--- src/rtl/tmr_gp_pkg.sv ---
// tmr_gp_pkg: control word layout, tick-source and FSM state encodings for tmr_gp.
package tmr_gp_pkg;
  typedef enum logic [1:0] {CLK_SYS, CLK_EXT0, CLK_EXT1, CLK_NONE} tmr_clksrc_e;
  typedef enum logic [1:0] {IDLE, RUN, DONE} tmr_state_e;
  // psc occupies [31:16]; the timer uses only its low PSC_W bits
  typedef struct packed {
    logic [15:0] psc;
    logic [5:0]  rsv_hi;
    tmr_clksrc_e clksrc;
    logic        oen;
    logic        oinv;
    logic [1:0]  rsv_lo;
    logic        os;
    logic        ld;
    logic        rst;
    logic        on;
  } tmr_gp_ctrl_t;
endpackage

--- src/rtl/tmr_gp_sync_edge.sv ---
// tmr_sync_edge: 2-FF synchroniser plus edge-detect flop; o_rise marks a synchronised rising edge.
module tmr_sync_edge (
  input  logic i_clk,
  input  logic i_rst_n,
  input  logic i_async,
  output logic o_rise
);
  logic [2:0] r_sh;
  always_ff @(posedge i_clk or negedge i_rst_n)
    if (!i_rst_n) r_sh <= '0;
    else r_sh <= {r_sh[1:0], i_async};
  assign o_rise = r_sh[1] & ~r_sh[2];
endmodule

--- src/rtl/tmr_gp.sv ---
// tmr_gp: parametrised timer with prescaler, one-shot mode, external ticks and match outputs.
// Build option TMR_GP_AUTO_RELOAD_EN: wrap reloads tmr_ld_val_i instead of 0.
module tmr_gp
  import tmr_gp_pkg::*;
#(
  parameter int TMR_W  = 32,
  parameter int NUM_CH = 2,
  parameter int PSC_W  = 8
) (
  input  logic                    sys_clk,
  input  logic                    sys_rst_n,
  input  logic [31:0]             tmr_ctrl_i,
  input  logic [TMR_W-1:0]        tmr_ld_val_i,
  input  logic [NUM_CH*TMR_W-1:0] tmr_mch_i,
  input  logic [1:0]              ext_clk_i,
  output logic [TMR_W-1:0]        tmr_val_o,
  output logic [NUM_CH-1:0]       match_f_set_o,
  output logic                    ovf_f_set_o,
  output logic [NUM_CH-1:0]       tmr_out_o,
  output logic                    tmr_busy_o
);
  tmr_gp_ctrl_t      w_ctrl;
  tmr_state_e        r_state, w_state_nx;
  logic [TMR_W-1:0]  r_cnt, w_cnt_inc, w_cnt_nx;
  logic [PSC_W-1:0]  r_psc, w_psc_nx;
  logic [NUM_CH-1:0] r_tog, r_mch, w_mch;
  logic [1:0]        w_ext_rise;
  logic              r_rst_d, r_ld_d, r_ovf;
  logic              w_rst_stb, w_ld_stb, w_tick, w_cnt_tick, w_en, w_wrap, w_unused_ctrl;

  assign w_ctrl        = tmr_gp_ctrl_t'(tmr_ctrl_i);
  assign w_unused_ctrl = ^w_ctrl;
  assign w_rst_stb     = w_ctrl.rst & ~r_rst_d;
  assign w_ld_stb      = w_ctrl.ld & ~r_ld_d & ~w_rst_stb;
  assign w_tick        = (w_ctrl.clksrc == CLK_SYS)  ? 1'b1 :
                         (w_ctrl.clksrc == CLK_EXT0) ? w_ext_rise[0] :
                         (w_ctrl.clksrc == CLK_EXT1) ? w_ext_rise[1] : 1'b0;
  // a strobe in the same cycle swallows the tick
  assign w_cnt_tick    = (r_state == RUN) & w_ctrl.on & w_tick & ~w_rst_stb & ~w_ld_stb;
  assign w_en          = w_cnt_tick & (r_psc == w_ctrl.psc[PSC_W-1:0]);
  assign w_wrap        = w_en & (&r_cnt);
`ifdef TMR_GP_AUTO_RELOAD_EN
  assign w_cnt_inc     = w_wrap ? tmr_ld_val_i : r_cnt + 1'b1;
`else
  assign w_cnt_inc     = r_cnt + 1'b1;
`endif
  assign w_cnt_nx      = w_rst_stb ? '0 : w_ld_stb ? tmr_ld_val_i : w_en ? w_cnt_inc : r_cnt;
  assign w_psc_nx      = (w_rst_stb | w_ld_stb | w_en) ? '0 : w_cnt_tick ? r_psc + 1'b1 : r_psc;

  for (genvar i = 0; i < NUM_CH; i++) begin : g_ch
    assign w_mch[i] = w_en & (w_cnt_inc == tmr_mch_i[i*TMR_W +: TMR_W]);
  end

  for (genvar e = 0; e < 2; e++) begin : g_sync
    tmr_sync_edge u_sync (
      .i_clk   (sys_clk),
      .i_rst_n (sys_rst_n),
      .i_async (ext_clk_i[e]),
      .o_rise  (w_ext_rise[e])
    );
  end

  always_comb begin
    w_state_nx = r_state;
    if (!w_ctrl.on) w_state_nx = IDLE;
    else if (r_state == IDLE) w_state_nx = RUN;
    else if (r_state == RUN && w_wrap && w_ctrl.os) w_state_nx = DONE;
    else if (r_state == DONE && w_rst_stb) w_state_nx = RUN;
  end

  always_ff @(posedge sys_clk or negedge sys_rst_n)
    if (!sys_rst_n) r_state <= IDLE;
    else r_state <= w_state_nx;

  always_ff @(posedge sys_clk or negedge sys_rst_n)
    if (!sys_rst_n) begin
      r_cnt   <= '0;
      r_psc   <= '0;
      r_tog   <= '0;
      r_mch   <= '0;
      r_ovf   <= 1'b0;
      r_rst_d <= 1'b0;
      r_ld_d  <= 1'b0;
    end else begin
      r_cnt   <= w_cnt_nx;
      r_psc   <= w_psc_nx;
      r_tog   <= w_rst_stb ? '0 : r_tog ^ w_mch;
      r_mch   <= w_mch;
      r_ovf   <= w_wrap;
      r_rst_d <= w_ctrl.rst;
      r_ld_d  <= w_ctrl.ld;
    end

  assign tmr_val_o     = r_cnt;
  assign match_f_set_o = r_mch;
  assign ovf_f_set_o   = r_ovf;
  assign tmr_out_o     = w_ctrl.oen ? (r_tog ^ {NUM_CH{w_ctrl.oinv}}) : '0;
  assign tmr_busy_o    = (r_state == RUN);
endmodule

--- config.mk ---
export PLATFORM = sky130hd
export DESIGN_NAME = tmr_gp
export DESIGN_NICKNAME = d
export VERILOG_FILES = /design/src/rtl/tmr_gp_pkg.sv /design/src/rtl/tmr_gp_sync_edge.sv /design/src/rtl/tmr_gp.sv
export SDC_FILE = /design/constraint.sdc
export NUM_CORES = 1
export LEC_CHECK = 0
export ABC_AREA = 0
export CORE_UTILIZATION = 30
export CTS_CLUSTER_DIAMETER = 80
export DETAILED_ROUTE_END_ITERATION = 8
export GPL_ROUTABILITY_DRIVEN = 0
export HOLD_SLACK_MARGIN = 0.05
export PLACE_DENSITY_LB_ADDON = 0.2
export SETUP_SLACK_MARGIN = 0.05
export SYNTH_ARGS = -nofsm -noshare
export SYNTH_HDL_FRONTEND = slang
export SYNTH_SLANG_ARGS = --single-unit
--- constraint.sdc ---
create_clock -name sys_clk -period 3.4 [get_ports sys_clk]
set_input_delay 0.34 -clock sys_clk [delete_from_list [all_inputs] [get_ports sys_clk]]
set_output_delay 0.34 -clock sys_clk [all_outputs]
set_load 0.05 [all_outputs]
==> flow_summary.ini <==
[outcome]
outcome = completed

[detailed_routing]
num_vias = 5335
drt_first_pass_iters = 5
wl_per_cell_um = 18.77
ant_nets = 0
drt-initial-drc-count = 381
drc = 0
drt_wl_total_mm = 18.71
viasPerCell = 5.351

[worst_setup_path]
end_kind = flop
cp-start-kind = flop
critical_path_buf_inv_count = 0
cp.required_ps = 3640
crit_chain = ha_4, xor2_1, a2111o_1, or4_4, nor4_4, nand3_1, or4_4, or4_4, a21oi_2
path_max_fanout = 3
cpMaxStageDelayCell = or4_4
path_common_cell = or4_4
rr_startpoint = tmr_val_o[0]
r2r_cells = 9
r2r_slack_ps = 50
critPathArrivalTime_ps = 3590
crit_family = simple AND/OR/NAND/NOR gates
crit_type = flop to flop
slowest_delay_ps = 540
timing.rr.end = r_tog[1]
setup.worst_path.start = tmr_val_o[0]

[logic_synthesis]
synth_top_area_frac = 0.2742
async_flop_share = 1.000
synth_edf_count = 0
synth_area_um2 = 5020
synth_area_leaders = dfrtp_1 27%, xor2_1 9.6%, xnor2_1 8.7%
synth-main-ff-cell = dfrtp_1
ys_warn_count = 0
syn_nets = 737
synth.yosys.seq_area_share = 0.2742
postSynthCellCount = 603
ys_ff_latch = 55
synth_area_per_cell_um2 = 8.325
yosysTopAreaCell = dfrtp_1
yosysUniqueCellTypes = 74

[timing]
final-hold-violation-count = 0
finalClockSkew_ps = 8.817
fmax_ghz = 0.2984
fin_crit_sh = 0.9857
setup_violations = 0
relSlewSlack = 0.4807
tightest_slew_ps = 778.9
fin_crit_ps = 3351
drv_slew = 0
rsz0062_at_grt = yes

[finish]
diodes = 0
area_growth_syn_to_layout_pct = 46.76
fin_area_um2 = 7367
nFillCells = 1600
final_cell_mix = 152 x clkdlybuf4s50_1, 68 x buf_4, 55 x xor2_1, 53 x nor2_1
final_nets = 914
final_common_cell = clkdlybuf4s50_1
instances_no_fill = 997
drive_gt1_frac = 0.1460

[place]
dp.cells = 988
io_buffers = 153
placed_cell_area_um2 = 7144
dp_hpwl_mm = 14.68

[global_route]
grt_max_degree = 38
grt_pass1_wl_mm = 29.73
grt_pass1_vias = 5463
antenna_found_initial = 0
overflow = 0
grt_usage = 0.2194

[die]
io_pins = 170
die_h_um = 131.4
coreArea_um2 = 16120
start_util = 0.3115
die-area_um2 = 17250
die_w_um = 131.4
rows = 46

[power_and_ir_drop]
powerDensity_nw_per_um2 = 316.8
vdd_drop_max_uv = 191.5
p_leak_nw = 2.830
power_w = 0.002334

[clock_network]
cts-root-buf = clkbuf_16
cts_buffers = 5
cts_tree = done
cts.sinks = 55
cts.path.max_buffers = 2
cts_hold_buf = 0
clock_latency_ps = 300
cts.clk_slew.worst_paths_ps = 80
htreeDepth = 2

[worst_hold_path]
holdCritPathClass = input pin to async pin

[flow_run]
cap_violations = 0
power by group:
group | switching [W] | internal [W]
combinational | 0.000544 | 0.000458
sequential | 0.0000716 | 0.000707
clock | 0.000273 | 0.000279
per-stage QoR:
step	hold WS (ps)	utilization	setup slack, ps	TNS, ps
CTS	132.3	0.4524	52.52	0
global route	161.0	0.4571	-79.43	-79.43
global placement	334.6	0.4433	-121.5	-121.5
finish	108.0	0.4571	48.70	0
floorplan	44.41	-	55.47	0
detailed placement	347.1	0.4433	-122.6	-122.6
synth_stat cells, types with 3 or more instances:
library cell	n
o2111a_1	3
or3_1	14
mux2i_1	4
nor2b_1	9
nand3b_1	5
xnor2_1	50
clkbuf_1	28
xor2_1	55
dfrtp_1	55
nand4_1	20
a211oi_1	26
o22ai_1	3
and2_1	6
a31oi_1	7
nand3_1	18
buf_2	12
a21oi_1	14
a311oi_1	9
o21ai_0	18
inv_1	13
and3_1	10
nor2_1	53
nor4_1	17
buf_4	7
or4_1	6
nor3_1	14
o31ai_1	4
nand2_1	50
xnor3_1	6
and4_1	4
nor3b_1	3
nand2b_1	6
state kept, by name, summed over array words and instances (netlist names):
name and count:
tmr_val_o 32, r_psc 8, g_sync.u_sync.r_sh 6, match_f_set_o 2, r_state 2, r_tog 2
ovf_f_set_o 1, r_ld_d 1, r_rst_d 1
final cells by class:
class                           instances  area, um2  share of cell area
Tap cell                              216      270.3             0.03668
Clock inverter                          2      17.52            0.002378
Timing Repair Buffer                  221       2037              0.2765
Inverter                               13      48.80            0.006624
Clock buffer                            6      128.9             0.01749
Multi-Input combinational cell        484       3472              0.4713
Sequential cell                        55       1393              0.1890
worst max path at each step:
stage          endpoint  depth (start not counted)
6_report       r_tog[1]                          9
5_1_grt        r_tog[1]                          9
4_1_cts        r_tog[1]                          9
3_5_place_dp   r_tog[1]                          9
3_3_place_gp   r_tog[1]                          9
2_1_floorplan  r_tog[1]                         10
per-layer routing:
metal | GRT usage | share of wire
met1 | 0.2796 | 0.42
met2 | 0.3783 | 0.49
met3 | 0.03356 | 0.066
met4 | 0.06977 | 0.026
met5 | 0 | 0
worst register-to-register path: stages, from the launching register on:
cell	delay (ps)
dfrtp_2	430
ha_4	260
xor2_1	180
a2111o_1	410
or4_4	540
nor4_4	260
nand3_1	120
or4_4	450
or4_4	500
a21oi_2	130
kinds of logic (layout without fill, tap and decap cells):
kind of cell / Yosys count / in the layout / share of synthesized area
and+or+nand+nor: 253 / 253 / 0.2754
AOI/OAI and AO/OA: 113 / 113 / 0.1635
muxes: 4 / 4 / 0.007976
adders and majority gates: 2 / 2 / 0.004984
xor gates and xnor gates: 112 / 112 / 0.2149
buffers and inverters: 64 / 242 / 0.05907
DFF: 55 / 55 / 0.2742
repair_timing:
action	CTS	global route
setup buffers	0	1
resized for setup	0	13
endpoints found under the setup margin	0	1
No activity file was read; power rests on OpenSTA's default activity.
